### src/rtl/regs_wb_ctrl.sv
// Register-file writeback initiator: arbitrates ALU results and buffered load
// returns onto one write port and tracks in-flight loads for decode hazard stalls.
module regs_wb_ctrl #(
    parameter int XLEN       = 32,
    parameter int REG_ADDR_W = 5,
    parameter int LD_DEPTH   = 2
) (
    input  logic                  clk,
    input  logic                  rst,
    input  logic                  alu_valid,
    output logic                  alu_ready,
    input  logic [REG_ADDR_W-1:0] alu_rd,
    input  logic [XLEN-1:0]       alu_data,
    input  logic                  ld_issue,
    input  logic [REG_ADDR_W-1:0] ld_issue_rd,
    input  logic                  ld_valid,
    output logic                  ld_ready,
    input  logic [REG_ADDR_W-1:0] ld_rd,
    input  logic [XLEN-1:0]       ld_data,
    input  logic [REG_ADDR_W-1:0] src1_addr,
    input  logic [REG_ADDR_W-1:0] src2_addr,
    input  logic [REG_ADDR_W-1:0] dst_addr,
    output logic                  stall,
    output logic                  write_en,
    output logic [REG_ADDR_W-1:0] rd_addr,
    output logic [XLEN-1:0]       write_data
);

    localparam int PTR_W  = $clog2(LD_DEPTH);
    localparam int CNT_W  = PTR_W + 1;
    localparam int NUM_RG = 1 << REG_ADDR_W;

    typedef enum logic [1:0] {
        SRC_NONE,
        SRC_ALU,
        SRC_FIFO
    } src_e;

    // Load-return FIFO
    logic [REG_ADDR_W-1:0] fifo_rd_q   [LD_DEPTH];
    logic [XLEN-1:0]       fifo_data_q [LD_DEPTH];
    logic [PTR_W-1:0]      wr_ptr_q, wr_ptr_d;
    logic [PTR_W-1:0]      rd_ptr_q, rd_ptr_d;
    logic [CNT_W-1:0]      count_q, count_d;

    logic [NUM_RG-1:0]     pending_q, pending_d;
    logic                  write_en_q, write_en_d;
    logic [REG_ADDR_W-1:0] rd_addr_q, rd_addr_d;
    logic [XLEN-1:0]       write_data_q, write_data_d;

    logic                  fifo_full;
    logic                  fifo_empty;
    logic                  push;
    logic                  pop;
    src_e                  src;
    logic [REG_ADDR_W-1:0] win_rd;
    logic [XLEN-1:0]       win_data;

    // NOTE: every signal driven here gets a default first so no path leaves it
    // unassigned; otherwise synthesis infers a latch.
    always_comb begin
        fifo_full  = (count_q == CNT_W'(LD_DEPTH));
        fifo_empty = (count_q == '0);
        ld_ready   = !rst && !fifo_full;
        alu_ready  = !rst && !fifo_full;
        push       = ld_valid && ld_ready;

        if (fifo_full)       src = SRC_FIFO;
        else if (alu_valid)  src = SRC_ALU;
        else if (!fifo_empty) src = SRC_FIFO;
        else                 src = SRC_NONE;

        pop      = (src == SRC_FIFO);
        win_rd   = pop ? fifo_rd_q[rd_ptr_q]   : alu_rd;
        win_data = pop ? fifo_data_q[rd_ptr_q] : alu_data;

        // x0 writes are consumed but never reach the register file.
        write_en_d   = 1'b0;
        rd_addr_d    = rd_addr_q;
        write_data_d = write_data_q;
        if (src != SRC_NONE && win_rd != '0) begin
            write_en_d   = 1'b1;
            rd_addr_d    = win_rd;
            write_data_d = win_data;
        end

        // Clear applied before set so a same-cycle reissue keeps the register pending.
        pending_d = pending_q;
        if (pop && win_rd != '0)
            pending_d[win_rd] = 1'b0;
        if (ld_issue && ld_issue_rd != '0)
            pending_d[ld_issue_rd] = 1'b1;

        wr_ptr_d = push ? wr_ptr_q + PTR_W'(1) : wr_ptr_q;
        rd_ptr_d = pop  ? rd_ptr_q + PTR_W'(1) : rd_ptr_q;
        case ({push, pop})
            2'b10:   count_d = count_q + CNT_W'(1);
            2'b01:   count_d = count_q - CNT_W'(1);
            default: count_d = count_q;
        endcase

        stall = !rst && (pending_q[src1_addr] || pending_q[src2_addr] || pending_q[dst_addr]);
    end

    // NOTE: sequential state uses non-blocking assignments so every register
    // samples the pre-edge values, independent of statement order.
    always_ff @(posedge clk) begin
        if (rst) begin
            wr_ptr_q     <= '0;
            rd_ptr_q     <= '0;
            count_q      <= '0;
            pending_q    <= '0;
            write_en_q   <= 1'b0;
            rd_addr_q    <= '0;
            write_data_q <= '0;
        end else begin
            wr_ptr_q     <= wr_ptr_d;
            rd_ptr_q     <= rd_ptr_d;
            count_q      <= count_d;
            pending_q    <= pending_d;
            write_en_q   <= write_en_d;
            rd_addr_q    <= rd_addr_d;
            write_data_q <= write_data_d;
        end
    end

    // NOTE: FIFO storage is deliberately not reset; the count and pointers
    // alone decide which entries are valid, so stale contents are never read.
    always_ff @(posedge clk) begin
        if (push) begin
            fifo_rd_q[wr_ptr_q]   <= ld_rd;
            fifo_data_q[wr_ptr_q] <= ld_data;
        end
    end

    assign write_en   = write_en_q;
    assign rd_addr    = rd_addr_q;
    assign write_data = write_data_q;

endmodule

### config.mk
export PLATFORM = sky130hd
export DESIGN_NAME = regs_wb_ctrl
export DESIGN_NICKNAME = d
export VERILOG_FILES = /design/src/rtl/regs_wb_ctrl.sv
export SDC_FILE = /design/constraint.sdc
export NUM_CORES = 1
export LEC_CHECK = 0
export CORE_ASPECT_RATIO = 1.5
export CORE_MARGIN = 10
export CORE_UTILIZATION = 28
export DETAILED_ROUTE_END_ITERATION = 16
export PLACE_DENSITY = 0.53
export SYNTH_ARGS = -nofsm -noshare
export SYNTH_HDL_FRONTEND = slang
export SYNTH_SLANG_ARGS = --single-unit
### constraint.sdc
create_clock -name clk -period 4.85 [get_ports clk]
set_input_delay 0.97 -clock clk [delete_from_list [all_inputs] [get_ports clk]]
set_output_delay 0.97 -clock clk [all_outputs]
set_load 0.05 [all_outputs]
==> results of run 1 <==
worst max-delay path by stage:
stage / to / slack [ps]
floorplan: fifo_data_q[0][0] / 590
global placement: stall / 600
detailed placement: stall / 590
CTS: stall / 580
global route: stall / 470
finish: stall / 610
cells in the mapped netlist (all sizes together) (3+ instances only):
master	number	area share
nand2	81	0.045
a21oi	39	0.029
nor2	47	0.026
a2111oi	3	0.0039
mux2	6	0.010
nor2b	8	0.0074
inv	3	0.0017
edfxtp	74	0.33
nand3	13	0.0096
nand2b	3	0.0028
and3	3	0.0028
clkbuf	25	0.014
nand3b	4	0.0044
a22oi	3	0.0033
mux2i	99	0.15
nor3b	6	0.0066
o31ai	4	0.0044
and2	3	0.0028
mux4	13	0.043
dfxtp	75	0.22
o21ai	61	0.045
nor3	6	0.0044
buf	12	0.012
routing by layer:
layer	vias to the layer above	track usage	part of all wire
met2	149	0.244	0.54
met5	-	0	0.00064
li1	2508	-	-
met1	2438	0.132	0.36
met4	2	0.0583	0.029
met3	40	0.0474	0.067
flip-flops by register name (all words and copies together), names as in the netlist, named ones only:
register and cells:
fifo_data_q 64, write_data 32, fifo_rd_q 10, count_q 2, rd_addr 5, rd_ptr_q 1
pending_q 32, write_en 1, wr_ptr_q 1
power groups by stage:
| stage | sequential [W] | clock [W] | combinational (W) |
|---|---|---|---|
| final | 0.00165 | 0.00129 | 0.00198 |
| after global routing | 0.00167 | 0.00138 | 0.00215 |
| after CTS | 0.00165 | 0.00133 | 0.00202 |
| after detailed placement | 0.00168 | 0 | 0.00201 |
| after global placement | 0.00167 | 0 | 0.00201 |
| after floorplan | 0.00207 | 0 | 0.000996 |
worst reg2reg max path, cell delays in order (launching register included):
cell and delay, ps:
sky130_fd_sc_hd__dfxtp_2 470, sky130_fd_sc_hd__buf_4 540, sky130_fd_sc_hd__mux2_2 430, sky130_fd_sc_hd__mux2_2 360, sky130_fd_sc_hd__o41a_2 450, sky130_fd_sc_hd__buf_4 360, sky130_fd_sc_hd__mux2i_1 280, sky130_fd_sc_hd__nor2_1 50
per-stage QoR:
step	power, W	utilization	hold WS, ps
floorplan	0.00306	-	462
global placement	0.00368	0.357	469
detailed placement	0.00369	0.357	465
CTS	0.00500	0.381	477
global route	0.00521	0.381	509
finish	0.00492	0.381	477
cell families after synthesis:
logic type	Yosys count
compound gates	120
xor+xnor	4
fa+ha+maj	1
buf+inv	40
flops	149
mux	118
simple gates	181
cell type report:
class,instances,area [um^2]
clock buffers,23,478
repair buffers,149,1470
fillers,2409,14700
inverters,3,11.3
flip-flops and latches,149,3720
diodes,1,2.50
multi-input cells,424,2890
well taps,319,399
clock inverters,9,103
==> flow_metrics.tcl, run 1 <==
set metrics [dict create \
    status "completed" \
    die-height_um 211 \
    share_comb_of_total_power 0.402 \
    floorplan.initialDensity 0.285 \
    vias 5137 \
    number_of_primary_i_o_pins 140 \
    clk_path_buf_depth 2 \
    syn-num-nets 713 \
    final_area_mm2 0.00908 \
    tightest_slew_margin_relative_to_the_limit 0.229 \
    critical-path-slowest-cell "sky130_fd_sc_hd__clkdlybuf4s50_1" \
    basic_gate_share_of_the_synthesized_area_counting_and_or_nand_and_nor_cells 0.119 \
    setup_viol 0 \
    complex_gate_fraction_of_the_synthesized_area 0.0982 \
    timing_max_transition_violations_final 0 \
    holdCritStartpoint "rd_addr[2]" \
    synthToLayoutAreaGrowth_pct 33.7 \
    timing.critical_path.from_type "primary input" \
    placement.setup.worst_slack_ps 589 \
    worstMarginPinSlew_ps 1150 \
    dieWidth_um 147 \
    clock_power_share 0.263 \
    cts-htree-levels 4 \
    cts-buffers-inserted 17 \
    globalplace.congestion 0.853 \
    row_count 69 \
    fin_setup_tns_ps 0 \
    fin_worst_skew_ps 9.38 \
    unrepaired_setup_endpoints_after_global_routing "no" \
    critical_path_depth 7 \
    critical_path.top_delay_family "buffers and inverters" \
    syn_inst 613 \
    place_hpwl_um 14900 \
    dr.pass1.iters 4 \
    setup.reg_to_reg.worst_slack_ps 1750 \
    most_prevalent_standard_cell_on_the_critical_path "sky130_fd_sc_hd__nor3_1" \
    coreArea_mm2 0.0238 \
    crit_arrival_ps 3270 \
    netlist_area_before_placement_mm2 0.00679 \
    worstSetupPathType "primary input to primary output" \
    layout_common_cells "sky130_fd_sc_hd__clkdlybuf4s50_1 (137), sky130_fd_sc_hd__mux2i_1 (99), sky130_fd_sc_hd__nand2_1 (80), sky130_fd_sc_hd__dfxtp_1 (74), sky130_fd_sc_hd__edfxtp_1 (74)" \
    number_of_enable_flip_flop_cells_after_synthesis 74 \
    synth_top_family_by_area "multiplexers" \
    sequentialPowerShare 0.335 \
    synth-warning-count 0 \
    post_layout_nonfiller_instances 1077 \
    path_buf_inv 2 \
    detailed_route_wire_length_per_cell_um 19.0 \
    crit_fanout 10 \
    max-vdd-ir-drop_mv 0.294 \
    io_buffer_count 139 \
    vias_per_cell 4.77 \
    worst-endpoint-required_ps 3880 \
    cts_tree "done" \
    first_global_vias 5425 \
    leakage_nw 3.29 \
    yosysSeqAreaShare 0.548 \
    max-cap-violations 0 \
    pin_count_of_the_biggest_net_entering_global_routing 76 \
    clk_root_buffer_cell "sky130_fd_sc_hd__clkbuf_16" \
    placed_cell_area_mm2 0.00850 \
    grt_pass1_wl_um 31800 \
    final.period_utilization 0.875 \
    globalRouteTotalUtil 0.133 \
    critical_path.cell_chain "clkdlybuf4s50_1, mux4_2, mux2i_1, nor3_1, nor3_1, a21oi_1, buf_12" \
    global_route.overflow_total 0 \
    post_route_drc 0 \
    terminus_of_the_critical_flop_to_flop_path "write_data[27]" \
    report.final.hold_viol_count 0 \
    nets 844 \
    final_worst_path_setup_slack_ps 606 \
    clk-insertion-delay-late_ps 430 \
    crit_path_launch "src1_addr[1]" \
    layout_commonest_cell "sky130_fd_sc_hd__clkdlybuf4s50_1" \
    holdPathEnd "rd_addr[2]" \
    p_sw_frac 0.378 \
    post_cts.repair.setup_buffers 0 \
    worstRegToRegCells 7 \
    setup.worst_path.end_class "primary output" \
    die_area_mm2 0.0310 \
    hold-path-cell-count 2 \
    power_switching_w 0.00186 \
    hold_bufs_inserted_after_cts 0 \
    muxShareOfSynthArea 0.200 \
    post_synth_fa_ha_maj_area_fraction 0.00184 \
    synth-xor-area-share 0.00516 \
    ys.flop_type "sky130_fd_sc_hd__dfxtp_1" \
    grt_antenna_before_repair 1 \
    initial_drc_count 234 \
    max_clock_freq_ghz 0.236 \
    placed_cells 1044 \
    clk_pin_slew_ps 60 \
    cts.sinks 149 \
    ant_nets 0 \
    post_synth_num_cell_types 45 \
    power.internal_w 0.00306 \
    cts_resized 0 \
    post_route_cells_drive_above_1_share 0.0859 \
    cp_slowest_stage_delay_ps 840 \
    p_per_area_mw_per_mm2 542 \
    wl_final_um 20500 \
    timing.hold.worst.class "flop to flop" \
    syn_area_per_cell_um2 11.1 \
    synth-async-reset-ratio 0 \
    final_period_minus_worst_setup_slack_ps 4240 \
    yosys_register_bits 149 \
]
No activity file was read; power rests on OpenSTA's default activity.
==> inputs of run 2 (changes only) <==
- SKIP_CTS_REPAIR_TIMING: unset -> 1
==> results of run 2 <==
Final layout, timing and power as in run 1 (identical DEF).
==> inputs of run 3 (changes only) <==
- CORE_UTILIZATION: 28 -> 46
- PLACE_DENSITY: 0.53 -> 0.77
==> flow_metrics.tcl, run 3 (synthesis results as in run 1) <==
set metrics [dict create \
    status "completed" \
    regMostFlops "fifo_data_q" \
    setup_viol 0 \
    dr.pass1.iters 7 \
    max-vdd-ir-drop_mv 0.442 \
    dieWidth_um 119 \
    clk_root_buffer_cell "sky130_fd_sc_hd__clkbuf_16" \
    nets 842 \
    p_per_area_mw_per_mm2 559 \
    cts.sinks 149 \
    critical-path-slowest-cell "sky130_fd_sc_hd__clkdlybuf4s50_1" \
    max_clock_freq_ghz 0.235 \
    number_of_primary_i_o_pins 140 \
    die-height_um 169 \
    vias 5274 \
    crit_arrival_ps 3290 \
    p_sw_frac 0.375 \
    initial_drc_count 361 \
    setup.worst_path.end_class "primary output" \
    cts-htree-levels 4 \
    power_switching_w 0.00188 \
    floorplan.initialDensity 0.468 \
    first_global_vias 5548 \
    critical_path.top_delay_family "buffers and inverters" \
    fill_cells 1142 \
    power.internal_w 0.00313 \
    crit_fanout 8 \
    coreArea_mm2 0.0145 \
    die_area_mm2 0.0201 \
    wl_final_um 19500 \
    clk-insertion-delay-late_ps 410 \
    timing_max_transition_violations_final 0 \
    vias_per_cell 5.55 \
    timing.hold.worst.class "flop to flop" \
    max-cap-violations 0 \
    hold-path-cell-count 2 \
    report.final.hold_viol_count 0 \
    fin_worst_skew_ps 9.84 \
    path_buf_inv 2 \
    largest_reg_flops 64 \
    detailed_route_wire_length_per_cell_um 20.5 \
    clk_path_buf_depth 2 \
    grt_antenna_before_repair 0 \
    grt_pass1_wl_um 30400 \
    share_comb_of_total_power 0.385 \
    worst-endpoint-required_ps 3880 \
    worstSetupPathType "primary input to primary output" \
    critical_path.cell_chain "clkdlybuf4s50_1, mux4_2, o2111ai_1, o31ai_1, a2111oi_0, a21oi_1, buf_12" \
    timing.critical_path.from_type "primary input" \
    leakage_nw 3.31 \
    final.period_utilization 0.878 \
    final_core_utilization 0.617 \
    worstRegToRegCells 6 \
    row_count 54 \
    layout_commonest_cell "sky130_fd_sc_hd__clkdlybuf4s50_1" \
    global_route.overflow_total 0 \
    globalplace.congestion 0.950 \
    unrepaired_setup_endpoints_after_global_routing "no" \
    io_buffer_count 139 \
    pin_count_of_the_biggest_net_entering_global_routing 77 \
    post_route_cells_drive_above_1_share 0.0887 \
    worstMarginPinSlew_ps 1110 \
    clk_pin_slew_ps 60 \
    final_period_minus_worst_setup_slack_ps 4260 \
    fin_setup_tns_ps 0 \
    critical_path_depth 7 \
    cp_slowest_stage_delay_ps 750 \
    cts-buffers-inserted 17 \
    place_hpwl_um 14500 \
    antennaDiodeCount 0 \
    tightest_slew_margin_relative_to_the_limit 0.256 \
    cts_tree "done" \
    ant_nets 0 \
    sequentialPowerShare 0.338 \
    layout_common_cells "sky130_fd_sc_hd__clkdlybuf4s50_1 (137), sky130_fd_sc_hd__mux2i_1 (99), sky130_fd_sc_hd__nand2_1 (80), sky130_fd_sc_hd__dfxtp_1 (74), sky130_fd_sc_hd__edfxtp_1 (74)" \
    clock_power_share 0.277 \
    globalRouteTotalUtil 0.191 \
    post_route_drc 0 \
    hold_slack_ps 473 \
    synthToLayoutAreaGrowth_pct 31.9 \
]
[run 3: worst paths after layout]
check,from,to,slack [ps]
setup reg to reg,flop,write_data[1],1650
hold / removal,rd_addr[2],rd_addr[2],470
hold reg to reg,rd_addr[2],rd_addr[2],470
setup / recovery,dst_addr[0],stall,590
[run 3: power groups by stage]
stage	logic (W)	clock network, W	registers [W]
final	0.00193	0.00139	0.00169
after global routing	0.00207	0.00145	0.00172
after CTS	0.00194	0.00140	0.00169
after detailed placement	0.00193	0	0.00172
after global placement	0.00189	0	0.00171
after floorplan	0.000996	0	0.00207
[run 3: worst reg2reg max path, delay by kind of cell (launching register included)]
| family | cells | cell delay, ps |
|---|---|---|
| AND/OR/NAND/NOR | 1 | 60 |
| AO/OA/AOI/OAI | 1 | 820 |
| multiplexers | 3 | 990 |
| flip-flops | 1 | 840 |
| buffers and inverters | 1 | 360 |
[run 3: metal layers]
metal	wire length, um	up-vias	share of wire	global-route usage
met1	7140	2539	0.37	0.195
li1	-	2497	-	-
met3	1270	36	0.065	0.0603
met2	10400	202	0.53	0.343
met5	0	-	0	0
met4	686	0	0.035	0.0890
[run 3: through the flow]
step / cells / total power (W) / instance area [um^2] / setup slack [ps]
final: 951 / 0.00500 / 8960 / 590
after global routing: 951 / 0.00524 / 8960 / 392
after CTS: 951 / 0.00503 / 8960 / 591
after detailed placement: 919 / 0.00364 / 8330 / 595
after global placement: 919 / 0.00359 / 8330 / 607
after floorplan: 613 / 0.00306 / 6790 / 592
[run 3: final cells by class]
class | count | area, um^2 | share of cell area
Clock inverter | 14 | 200 | 0.0223
Sequential cell | 149 | 3720 | 0.416
Tap cell | 196 | 245 | 0.0274
Inverter | 3 | 11.3 | 0.00126
Clock buffer | 18 | 429 | 0.0479
Timing Repair Buffer | 147 | 1460 | 0.163
Multi-Input combinational cell | 424 | 2890 | 0.323
